File: config.mk
export PLATFORM = sky130hd
export DESIGN_NAME = dmem_arbiter_flat
export DESIGN_NICKNAME = d
export VERILOG_FILES = /design/src/rtl/dmem_arbiter_pkg.sv /design/src/rtl/dmem_arbiter_if.sv /design/src/rtl/dmem_arbiter_byte_lane_unit.sv /design/src/rtl/dmem_arbiter.sv /design/src/flat_wrapper.sv
export SDC_FILE = /design/constraint.sdc
export NUM_CORES = 1
export LEC_CHECK = 0
export ABC_AREA = 1
export CAP_MARGIN = 30
export CORE_ASPECT_RATIO = 1.4
export CORE_MARGIN = 2
export CORE_UTILIZATION = 35
export CTS_CLUSTER_SIZE = 40
export DETAILED_ROUTE_END_ITERATION = 6
export PLACE_DENSITY = 0.66
export SYNTH_ARGS = -nofsm -noshare
export SYNTH_HDL_FRONTEND = slang
export SYNTH_SLANG_ARGS = --single-unit
export TNS_END_PERCENT = 1
File: constraint.sdc
create_clock -name clk -period 5.55 [get_ports clk]
set_input_delay 0.8325 -clock clk [delete_from_list [all_inputs] [get_ports clk]]
set_output_delay 0.8325 -clock clk [all_outputs]
set_load 0.01 [all_outputs]
File: src/rtl/dmem_arbiter_pkg.sv
// rtl/dmem_arbiter_pkg.sv - shared encodings and helpers for the data-memory arbiter
// Purpose: access-size encodings, FSM state encoding, round-robin port identifiers
//          and the sub-word load extension helper.
// Ports:   none (package)
package dmem_arbiter_pkg;

  localparam int DATA_W = 32;

  typedef enum logic [1:0] {
    SIZE_B   = 2'b00,
    SIZE_H   = 2'b01,
    SIZE_W   = 2'b10,
    SIZE_RSV = 2'b11
  } size_e;

  typedef enum logic {
    ARB    = 1'b0,
    RMW_WR = 1'b1
  } state_e;

  typedef enum logic {
    PORT_I = 1'b0,
    PORT_D = 1'b1
  } port_e;

  // Extend a right-aligned byte (half=0) or half-word (half=1) to 32 bits.
  function automatic logic [DATA_W-1:0] ext_load(input logic [15:0] v,
                                                 input logic        half,
                                                 input logic        uns);
    logic [DATA_W-1:0] r;
    if (half) r = {{16{~uns & v[15]}}, v};
    else      r = {{24{~uns & v[7]}}, v[7:0]};
    return r;
  endfunction

endpackage

File: src/rtl/dmem_arbiter_if.sv
// rtl/dmem_arbiter_if.sv - bus bundle between core ports, arbiter and data memory
// Purpose: groups the fetch port (i_*), load/store port (d_*) and memory port (m_*).
// Ports:   slave  - arbiter view (requests in, acks/data out, drives memory)
//          master - environment view (core requesters plus the memory array)
interface dmem_arbiter_if #(
  parameter int ADDR_W = 6
);

  logic              i_req;
  logic [31:0]       i_addr;
  logic              i_ack;
  logic [31:0]       i_rdata;

  logic              d_req;
  logic              d_we;
  logic [1:0]        d_size;
  logic              d_unsigned;
  logic [31:0]       d_addr;
  logic [31:0]       d_wdata;
  logic              d_ack;
  logic              d_err;
  logic [31:0]       d_rdata;

  logic              m_read;
  logic              m_write;
  logic [ADDR_W-1:0] m_addr;
  logic [31:0]       m_wdata;
  logic [31:0]       m_rdata;

  modport slave (
    input  i_req, i_addr,
    output i_ack, i_rdata,
    input  d_req, d_we, d_size, d_unsigned, d_addr, d_wdata,
    output d_ack, d_err, d_rdata,
    output m_read, m_write, m_addr, m_wdata,
    input  m_rdata
  );

  modport master (
    output i_req, i_addr,
    input  i_ack, i_rdata,
    output d_req, d_we, d_size, d_unsigned, d_addr, d_wdata,
    input  d_ack, d_err, d_rdata,
    input  m_read, m_write, m_addr, m_wdata,
    output m_rdata
  );

endinterface

File: src/rtl/dmem_arbiter_byte_lane_unit.sv
// rtl/dmem_arbiter_byte_lane_unit.sv - sub-word load extraction, store merge and misalign detect
// Purpose: purely combinational lane logic for the D port.
// Ports:   size/uns/lane - access size, zero-extend flag, byte address bits [1:0]
//          rdata/wdata   - current memory word, right-aligned store data
//          load_data     - extracted and extended load result
//          merged        - rdata with the addressed lane(s) replaced by store data
//          err           - misaligned half/word or reserved size
module byte_lane_unit
  import dmem_arbiter_pkg::*;
(
  input  logic [1:0]        size,
  input  logic              uns,
  input  logic [1:0]        lane,
  input  logic [DATA_W-1:0] rdata,
  input  logic [DATA_W-1:0] wdata,
  output logic [DATA_W-1:0] load_data,
  output logic [DATA_W-1:0] merged,
  output logic              err
);

  logic [7:0]  sel_byte;
  logic [15:0] sel_half;
  logic        unused_wdata;

  assign unused_wdata = &{1'b0, wdata[31:16]};

  always_comb begin
    sel_byte  = rdata[8*lane +: 8];
    sel_half  = rdata[16*lane[1] +: 16];
    err       = 1'b0;
    load_data = rdata;
    merged    = rdata;
    case (size)
      SIZE_B: begin
        load_data              = ext_load({8'h00, sel_byte}, 1'b0, uns);
        merged[8*lane +: 8]    = wdata[7:0];
      end
      SIZE_H: begin
        err                    = lane[0];
        load_data              = ext_load(sel_half, 1'b1, uns);
        merged[16*lane[1] +: 16] = wdata[15:0];
      end
      SIZE_W: begin
        err                    = (lane != 2'b00);
      end
      default: begin
        err                    = 1'b1;
      end
    endcase
  end

endmodule

File: src/rtl/dmem_arbiter.sv
// rtl/dmem_arbiter.sv - round-robin arbiter sharing one data memory between fetch and load/store
// Purpose: grants the I (fetch) or D (load/store) port one memory access per cycle,
//          returns registered acks, and performs byte/half stores as read-modify-write.
// Ports:   clk - system clock
//          rst - asynchronous active-high reset
//          bus - dmem_arbiter_if.slave (i_*, d_*, m_* signal groups)
module dmem_arbiter
  import dmem_arbiter_pkg::*;
#(
  parameter int ADDR_W = 6
) (
  input  logic clk,
  input  logic rst,
  dmem_arbiter_if.slave bus
);

  state_e            state;
  port_e             last_gnt;
  logic [ADDR_W-1:0] rmw_addr;
  logic [DATA_W-1:0] rmw_word;

  logic              i_ack_q, d_ack_q, d_err_q;
  logic [DATA_W-1:0] i_rdata_q, d_rdata_q;

  logic              i_elig, d_elig, gnt_i, gnt_d;
  logic              d_word_store, d_sub_store;
  logic [DATA_W-1:0] lane_load, lane_merged;
  logic              lane_err;

  logic              m_read_c, m_write_c;
  logic [ADDR_W-1:0] m_addr_c;
  logic [DATA_W-1:0] m_wdata_c;

  logic [ADDR_W-1:0] i_word, d_word;
  logic              unused_addr;

  assign i_word      = bus.i_addr[ADDR_W+1:2];
  assign d_word      = bus.d_addr[ADDR_W+1:2];
  assign unused_addr = &{1'b0, bus.i_addr[31:ADDR_W+2], bus.i_addr[1:0],
                         bus.d_addr[31:ADDR_W+2]};

  byte_lane_unit u_lane (
    .size      (bus.d_size),
    .uns       (bus.d_unsigned),
    .lane      (bus.d_addr[1:0]),
    .rdata     (bus.m_rdata),
    .wdata     (bus.d_wdata),
    .load_data (lane_load),
    .merged    (lane_merged),
    .err       (lane_err)
  );

  assign d_word_store = bus.d_we & (bus.d_size == SIZE_W);
  assign d_sub_store  = bus.d_we & (bus.d_size != SIZE_W);

  // A port is not eligible in its own ack cycle, so a held request is never served twice.
  always_comb begin
    i_elig = bus.i_req & ~i_ack_q;
    d_elig = bus.d_req & ~d_ack_q;
    gnt_d  = 1'b0;
    gnt_i  = 1'b0;
    if (state == ARB) begin
      gnt_d = d_elig & (~i_elig | (last_gnt == PORT_I));
      gnt_i = i_elig & ~gnt_d;
    end
  end

  // Memory port: the RMW write phase owns the memory; otherwise the granted request drives it.
  always_comb begin
    m_read_c  = 1'b0;
    m_write_c = 1'b0;
    m_addr_c  = '0;
    m_wdata_c = '0;
    if (state == RMW_WR) begin
      m_write_c = 1'b1;
      m_addr_c  = rmw_addr;
      m_wdata_c = rmw_word;
    end else if (gnt_i) begin
      m_read_c  = 1'b1;
      m_addr_c  = i_word;
    end else if (gnt_d && !lane_err) begin
      m_addr_c  = d_word;
      if (d_word_store) begin
        m_write_c = 1'b1;
        m_wdata_c = bus.d_wdata;
      end else begin
        m_read_c  = 1'b1;
      end
    end
  end

  always_ff @(posedge clk or posedge rst) begin
    if (rst) begin
      state     <= ARB;
      last_gnt  <= PORT_I;
      rmw_addr  <= '0;
      rmw_word  <= '0;
      i_ack_q   <= 1'b0;
      d_ack_q   <= 1'b0;
      d_err_q   <= 1'b0;
      i_rdata_q <= '0;
      d_rdata_q <= '0;
    end else begin
      i_ack_q <= 1'b0;
      d_ack_q <= 1'b0;
      d_err_q <= 1'b0;
      case (state)
        ARB: begin
          if (gnt_i) begin
            last_gnt  <= PORT_I;
            i_ack_q   <= 1'b1;
            i_rdata_q <= bus.m_rdata;
          end else if (gnt_d) begin
            last_gnt <= PORT_D;
            if (lane_err) begin
              d_ack_q   <= 1'b1;
              d_err_q   <= 1'b1;
              d_rdata_q <= '0;
            end else if (!bus.d_we) begin
              d_ack_q   <= 1'b1;
              d_rdata_q <= lane_load;
            end else if (!d_sub_store) begin
              d_ack_q   <= 1'b1;
              d_rdata_q <= '0;
            end else begin
              // Read phase of RMW: capture the merged word, write it next cycle.
              rmw_addr <= d_word;
              rmw_word <= lane_merged;
              state    <= RMW_WR;
            end
          end
        end
        RMW_WR: begin
          d_ack_q   <= 1'b1;
          d_rdata_q <= '0;
          state     <= ARB;
        end
        default: state <= ARB;
      endcase
    end
  end

  assign bus.i_ack   = i_ack_q;
  assign bus.i_rdata = i_rdata_q;
  assign bus.d_ack   = d_ack_q;
  assign bus.d_err   = d_err_q;
  assign bus.d_rdata = d_rdata_q;
  assign bus.m_read  = m_read_c;
  assign bus.m_write = m_write_c;
  assign bus.m_addr  = m_addr_c;
  assign bus.m_wdata = m_wdata_c;

endmodule

File: src/flat_wrapper.sv
// flat-port wrapper written by rule: the top's interface ports become plain ports
module dmem_arbiter_flat import dmem_arbiter_pkg::*;
#(
  parameter int ADDR_W = 6
)
  (clk, rst, bus_i_req, bus_i_addr, bus_i_ack, bus_i_rdata, bus_d_req, bus_d_we, bus_d_size, bus_d_unsigned, bus_d_addr, bus_d_wdata, bus_d_ack, bus_d_err, bus_d_rdata, bus_m_read, bus_m_write, bus_m_addr, bus_m_wdata, bus_m_rdata);
  dmem_arbiter_if #(.ADDR_W(ADDR_W)) bus_i ();
  input  logic clk;
  input  logic rst;
  input wire logic [$bits(bus_i.i_req)-1:0] bus_i_req;
  input wire logic [$bits(bus_i.i_addr)-1:0] bus_i_addr;
  output wire logic [$bits(bus_i.i_ack)-1:0] bus_i_ack;
  output wire logic [$bits(bus_i.i_rdata)-1:0] bus_i_rdata;
  input wire logic [$bits(bus_i.d_req)-1:0] bus_d_req;
  input wire logic [$bits(bus_i.d_we)-1:0] bus_d_we;
  input wire logic [$bits(bus_i.d_size)-1:0] bus_d_size;
  input wire logic [$bits(bus_i.d_unsigned)-1:0] bus_d_unsigned;
  input wire logic [$bits(bus_i.d_addr)-1:0] bus_d_addr;
  input wire logic [$bits(bus_i.d_wdata)-1:0] bus_d_wdata;
  output wire logic [$bits(bus_i.d_ack)-1:0] bus_d_ack;
  output wire logic [$bits(bus_i.d_err)-1:0] bus_d_err;
  output wire logic [$bits(bus_i.d_rdata)-1:0] bus_d_rdata;
  output wire logic [$bits(bus_i.m_read)-1:0] bus_m_read;
  output wire logic [$bits(bus_i.m_write)-1:0] bus_m_write;
  output wire logic [$bits(bus_i.m_addr)-1:0] bus_m_addr;
  output wire logic [$bits(bus_i.m_wdata)-1:0] bus_m_wdata;
  input wire logic [$bits(bus_i.m_rdata)-1:0] bus_m_rdata;
  assign bus_i.i_req = bus_i_req;
  assign bus_i.i_addr = bus_i_addr;
  assign bus_i_ack = bus_i.i_ack;
  assign bus_i_rdata = bus_i.i_rdata;
  assign bus_i.d_req = bus_d_req;
  assign bus_i.d_we = bus_d_we;
  assign bus_i.d_size = bus_d_size;
  assign bus_i.d_unsigned = bus_d_unsigned;
  assign bus_i.d_addr = bus_d_addr;
  assign bus_i.d_wdata = bus_d_wdata;
  assign bus_d_ack = bus_i.d_ack;
  assign bus_d_err = bus_i.d_err;
  assign bus_d_rdata = bus_i.d_rdata;
  assign bus_m_read = bus_i.m_read;
  assign bus_m_write = bus_i.m_write;
  assign bus_m_addr = bus_i.m_addr;
  assign bus_m_wdata = bus_i.m_wdata;
  assign bus_i.m_rdata = bus_m_rdata;
  dmem_arbiter #(.ADDR_W(ADDR_W)) u_core (.clk(clk), .rst(rst), .bus(bus_i));
endmodule
* Word level (Yosys, flattened, before mapping)
Index checks and enable logic that the tools add are counted.
** Cells by class
- Muxes and demuxes :: 48
- Shift operators :: 6
- Equality and inequality tests :: 6
- $add $sub $neg :: 2
- Reduce and logical (&&, ||, !) cells :: 9
- Bitwise gates (word level) :: 18
** Operators with widths (count)
- 32-bit two-way mux :: 9
- 32-bit case mux with 2 select lines :: 3
- 5-bit negation with 34-bit output :: 2
- 32-bit bitwise mux :: 2
- 16-bit by 34-bit variable shift with 32-bit output (first input constant) :: 1
- 8-bit by 34-bit variable shift with 32-bit output (first input constant) :: 1
- 16-bit by 34-bit variable part select with 32-bit output :: 1
- 8-bit by 34-bit variable part select with 32-bit output :: 1
- 32-bit by 6-bit variable part select with 16-bit output :: 1
- 32-bit by 6-bit variable part select with 8-bit output :: 1
- 1-bit two-way mux :: 28
- 6-bit two-way mux :: 3
- 1-bit NOT :: 9
- 1-bit bitwise AND :: 8
- 6-bit AND reduction :: 1
- 2-bit inequality test (second input constant) :: 2
- 4-bit inequality test (second input constant) :: 1
- 1-bit case mux with 2 select lines :: 2
- 2-bit AND reduction :: 2
- 2-bit nonzero test :: 2
- 1-bit case mux with 3 select lines :: 1
- 3-bit AND reduction :: 1
- 2-bit by 1-bit equality test with 1-bit output (second input constant) :: 1
- 2-bit equality test (second input constant) :: 1
- other kinds (5) :: 5
** Word-level totals
- Logic and storage cells :: 98
- Bits of input ports :: 136
- Output and inout bits :: 107
- Flip-flop bits (word level) :: 107

* Logic depth before layout (Yosys ltp)
- Depth in word-level cells :: 10
- Gate-level depth with buffers :: 13
- Gate-level depth less buffers :: 9

* Hierarchy
Synthesis repeated with hierarchy kept, for this count alone.
** Second synthesis, totals
- Cell total of the unflattened synthesis :: 1147
- Area, all modules :: 7419.6 um^2
** Modules (own cells, without submodules)
- dmem_arbiter :: area each 5218.8 um^2, cells an instance 701, seq. area each 2677.6 um^2, times used 1
- byte_lane_unit :: area each 2200.9 um^2, cells an instance 446, seq. area each 0.0 um^2, times used 1

* Least setup slack after synthesis
No wires, ideal clock.
- Path kind :: in2out
- Start :: input bus_d_addr[1]
- End :: output bus_m_wdata[0]
- Stages :: 10
- Arrival time :: 2473 ps
- Setup slack :: 2245 ps
- Path buffers :: 4
- Path through :: buf_2 inv_2 buf_2 buf_2 ha_1 nand2_1 nand2_2 nand3_1 clkbuf_1 o21ai_0
** On the way
- Word-level cells in the longest chain between the ends :: 7
** RTL lines
- start: declaration :: line flat_wrapper.sv:18 : input wire logic [$bits(bus_i.d_addr)-1:0] bus_d_addr;
- 2-bit nonzero test :: line dmem_arbiter_byte_lane_unit.sv:44 : err = (lane != 2'b00);
- 1-bit case mux with 3 select lines :: line dmem_arbiter_byte_lane_unit.sv:33 : case (size)
- 1-bit zero test :: line dmem_arbiter.sv:81 : end else if (gnt_d && !lane_err) begin
- 1-bit logical AND :: line dmem_arbiter.sv:81
- 32-bit two-way mux :: line dmem_arbiter.sv:81
- 32-bit two-way mux :: line dmem_arbiter.sv:78 : end else if (gnt_i) begin
- 32-bit two-way mux :: line dmem_arbiter.sv:74 : if (state == RMW_WR) begin
- end: declaration :: line flat_wrapper.sv:26 : output wire logic [$bits(bus_i.m_wdata)-1:0] bus_m_wdata;
No other way between the ends.

* Final worst setup path
- Start :: input bus_d_addr[0]
- End :: output bus_m_wdata[6]
** On the way
- Word-level cells in the longest chain between the ends :: 7
** RTL lines (line)
- 2-bit nonzero test :: dmem_arbiter_byte_lane_unit.sv:44
- 1-bit case mux with 3 select lines (*) :: dmem_arbiter_byte_lane_unit.sv:33
- 1-bit zero test (*) :: dmem_arbiter.sv:81
- 1-bit logical AND (*) :: dmem_arbiter.sv:81
- 32-bit two-way mux (*) :: dmem_arbiter.sv:81
- 32-bit two-way mux (*) :: dmem_arbiter.sv:78
- 32-bit two-way mux (*) :: dmem_arbiter.sv:74
Mark *: on every way between the ends. The rest lies on a longest branch, timed or not.

==> out/qor.csv <==
metric,value,unit
use_met3,3.77,%
worstSetupPathType,input pin to primary output,
drtPass1Iterations,5,
drt_iter0_drc,701,
drv_cap,0,
nFillCells,1897,
cts_num_sinks,107,
viasPerCell,5.03,
path_clk_slew,0.07,ns
rows,59,
antenna_found_initial,0,
grt_util_met2,37.2,%
rsz0062_at_grt,no,
clk_path_buf_depth,2,
io_buffers,192,
ios,243,
cts_tree,built,
clock.fmax,222,MHz
syn-num-nets,1165,
syn_inst,1024,
final_nets,1328,
via_count,7215,
cp.arrival,3.67,ns
remaining_drc_errors,0,
chipHeight,166,um
tns,0,ns
syn_area,6600,um2
slew_viol_final,0,
area_growth,36.0,%
synth_cell_types,24,
drive_gt1_share,4.11,%
ant_nets,0,
core_region_area,18500,um2
ys_ff_latch,107,
fin_crit,4.50,ns
finClkSkew,0.00777,ns
relSlewSlack,44.4,%
grtUsageTotal,24.0,%
initial_core_util,35.6,%
grt_overflow,0,
cts.htree.levels,3,
postCtsSetupBuffers,0,
grt_pass1_vias,6765,
hold_viol,0,
holdBufCountCts,0,
min_path_type,register to register,
critPathLaunchType,input pin,
end_kind,primary output,
hpwl,17.7,mm
stdcell_count,1435,
grt_pass1_wl,37.6,mm
design.die.area,20000,um2
synth_seq_area_share,40.6,%
place.gp.congestion,0.961,
setup_viol,0,
post_cts_resized,0,
grt_start_max_net_pins,64,
period_share,81.1,%
clock_latency,0.35,ns
critPathRequiredTime,4.72,ns
wl_per_cell,16.8,um
worst_pin_slew,0.831,ns
fp.dieW,120,um
n_antenna_cell,0,
numCtsBuffers,9,
root_buffer,clkbuf_16,
p_per_area,286,nW/um2
path_max_fanout,33,
busiest_layer,met2,
met1_usage,31.3,%
outcome,"finished, final reports clean",
ir_worst_vdd,0.138,mV
wl,24.1,mm
place_inst,1420,
synth_warnings,0,
synth_area_per_cell,6.44,um2
leakagePower,4.28,nW
critical path, cell delays in order:
cell and delay [ns]:
clkdlybuf4s50_1 0.45, inv_1 0.07, buf_4 0.23, ha_1 0.44, nand2_1 0.20, nand2_2 0.14
nand3_1 0.08, buf_4 0.23, inv_1 0.23, nand3_1 0.10, o21ai_0 0.09, clkdlybuf4s50_1 0.57
placed cells by master (no fill, tap or decap), types with 2 or more instances in the layout:
cell type,netlist,layout
o22ai_1,5,5
inv_2,7,7
nor3_1,3,3
nor2_1,52,52
o21ai_0,130,130
o211ai_1,2,2
nand2_1,470,470
inv_1,62,61
nand3_2,2,2
nor2_2,4,4
o21ai_1,7,7
nand2_2,4,4
clkinvlp_4,0,2
a21oi_1,52,52
inv_6,0,2
a31oi_1,3,3
clkdlybuf4s50_1,0,192
nand3_1,53,53
ha_1,5,5
dfrtp_1,107,107
nor3_4,1,2
clkbuf_16,0,9
buf_4,2,13
flip-flops by register name, summed over array words and instances, names as in the netlist:
register and count:
u_core.state 1, u_core.bus.i_rdata 32, u_core.bus.d_ack 1, u_core.rmw_addr 6, u_core.last_gnt 1, u_core.bus.d_err 1, u_core.bus.d_rdata 32, u_core.rmw_word 32
u_core.bus.i_ack 1
kinds of logic after synthesis:
group                    count (synthesis)  synth area share [%]
buffers and inverters                  122                  7.47
flip-flops                             107                  40.6
AND/OR/NAND/NOR                        590                  35.4
AO/OA/AOI/OAI                          200                  15.6
adder cells (fa/ha/maj)                  5                 0.948
cell usage after synthesis, drive strengths merged:
library cell / number / area [um2]
nor3: 5 / 41.3
a31oi: 3 / 18.8
buf: 26 / 133
o21ai: 137 / 686
o211ai: 2 / 15.0
ha: 5 / 62.6
a21oi: 53 / 277
dfrtp: 107 / 2680
clkbuf: 27 / 101
nor2: 56 / 220
inv: 69 / 259
nand3: 55 / 285
nand2: 474 / 1790
o22ai: 5 / 31.3
worst paths after layout:
check                                               start                                 end  slack (ns)  depth (start not counted)
setup / recovery                            bus_d_addr[0]                      bus_m_wdata[6]        1.05                         12
hold / removal             u_core.rmw_addr[3]$_DFFE_PP0P_      u_core.rmw_addr[3]$_DFFE_PP0P_        0.47                          2
setup reg to reg               u_core.bus.d_ack$_DFF_PP0_     u_core.rmw_word[31]$_DFFE_PP0P_        3.47                          9
hold reg to reg            u_core.rmw_addr[3]$_DFFE_PP0P_      u_core.rmw_addr[3]$_DFFE_PP0P_        0.47                          2
max in group asynchronous                             rst  u_core.bus.i_rdata[31]$_DFFE_PP0P_        3.47                          3
min in group asynchronous                             rst      u_core.rmw_addr[4]$_DFFE_PP0P_        0.97                          2
area by class of cell:
cell class,instances,area [um2],share of cell area [%]
Multi-Input combinational cell,795,3430,38.3
Sequential cell,107,2680,29.8
Timing Repair Buffer,205,2020,22.5
Tap cell,244,305,3.40
Inverter,69,262,2.91
Clock buffer,10,239,2.66
Clock inverter,5,37.5,0.418
report_power, final:
group | switching, mW | internal (mW)
logic | 0.459 | 0.394
registers | 0.116 | 0.987
clock network | 0.297 | 0.317
total | 0.872 | 1.70
per-layer routing:
metal	wire [um]	part of all wire [%]	vias up
li1	-	-	3580
met1	10100	42	3253
met2	10800	45	306
met3	1590	6.6	76
met4	1610	6.7	0
met5	0	0	-
through the flow:
| stage | power, mW | instance area (um2) | worst slack, ns | hold WS [ns] | util [%] |
|---|---|---|---|---|---|
| 2_1_floorplan | 1.51 | 6600 | 1.90 | 0.442 | - |
| 3_3_place_gp | 1.95 | 8700 | 1.00 | 0.454 | 46.9 |
| 3_5_place_dp | 1.97 | 8700 | 1.06 | 0.461 | 46.9 |
| 4_1_cts | 2.59 | 8970 | 1.05 | 0.478 | 48.4 |
| 5_1_grt | 2.72 | 8970 | 0.856 | 0.502 | 48.4 |
| 6_report | 2.57 | 8970 | 1.05 | 0.474 | 48.4 |
Note: power is estimated with default switching activity, not from simulation.
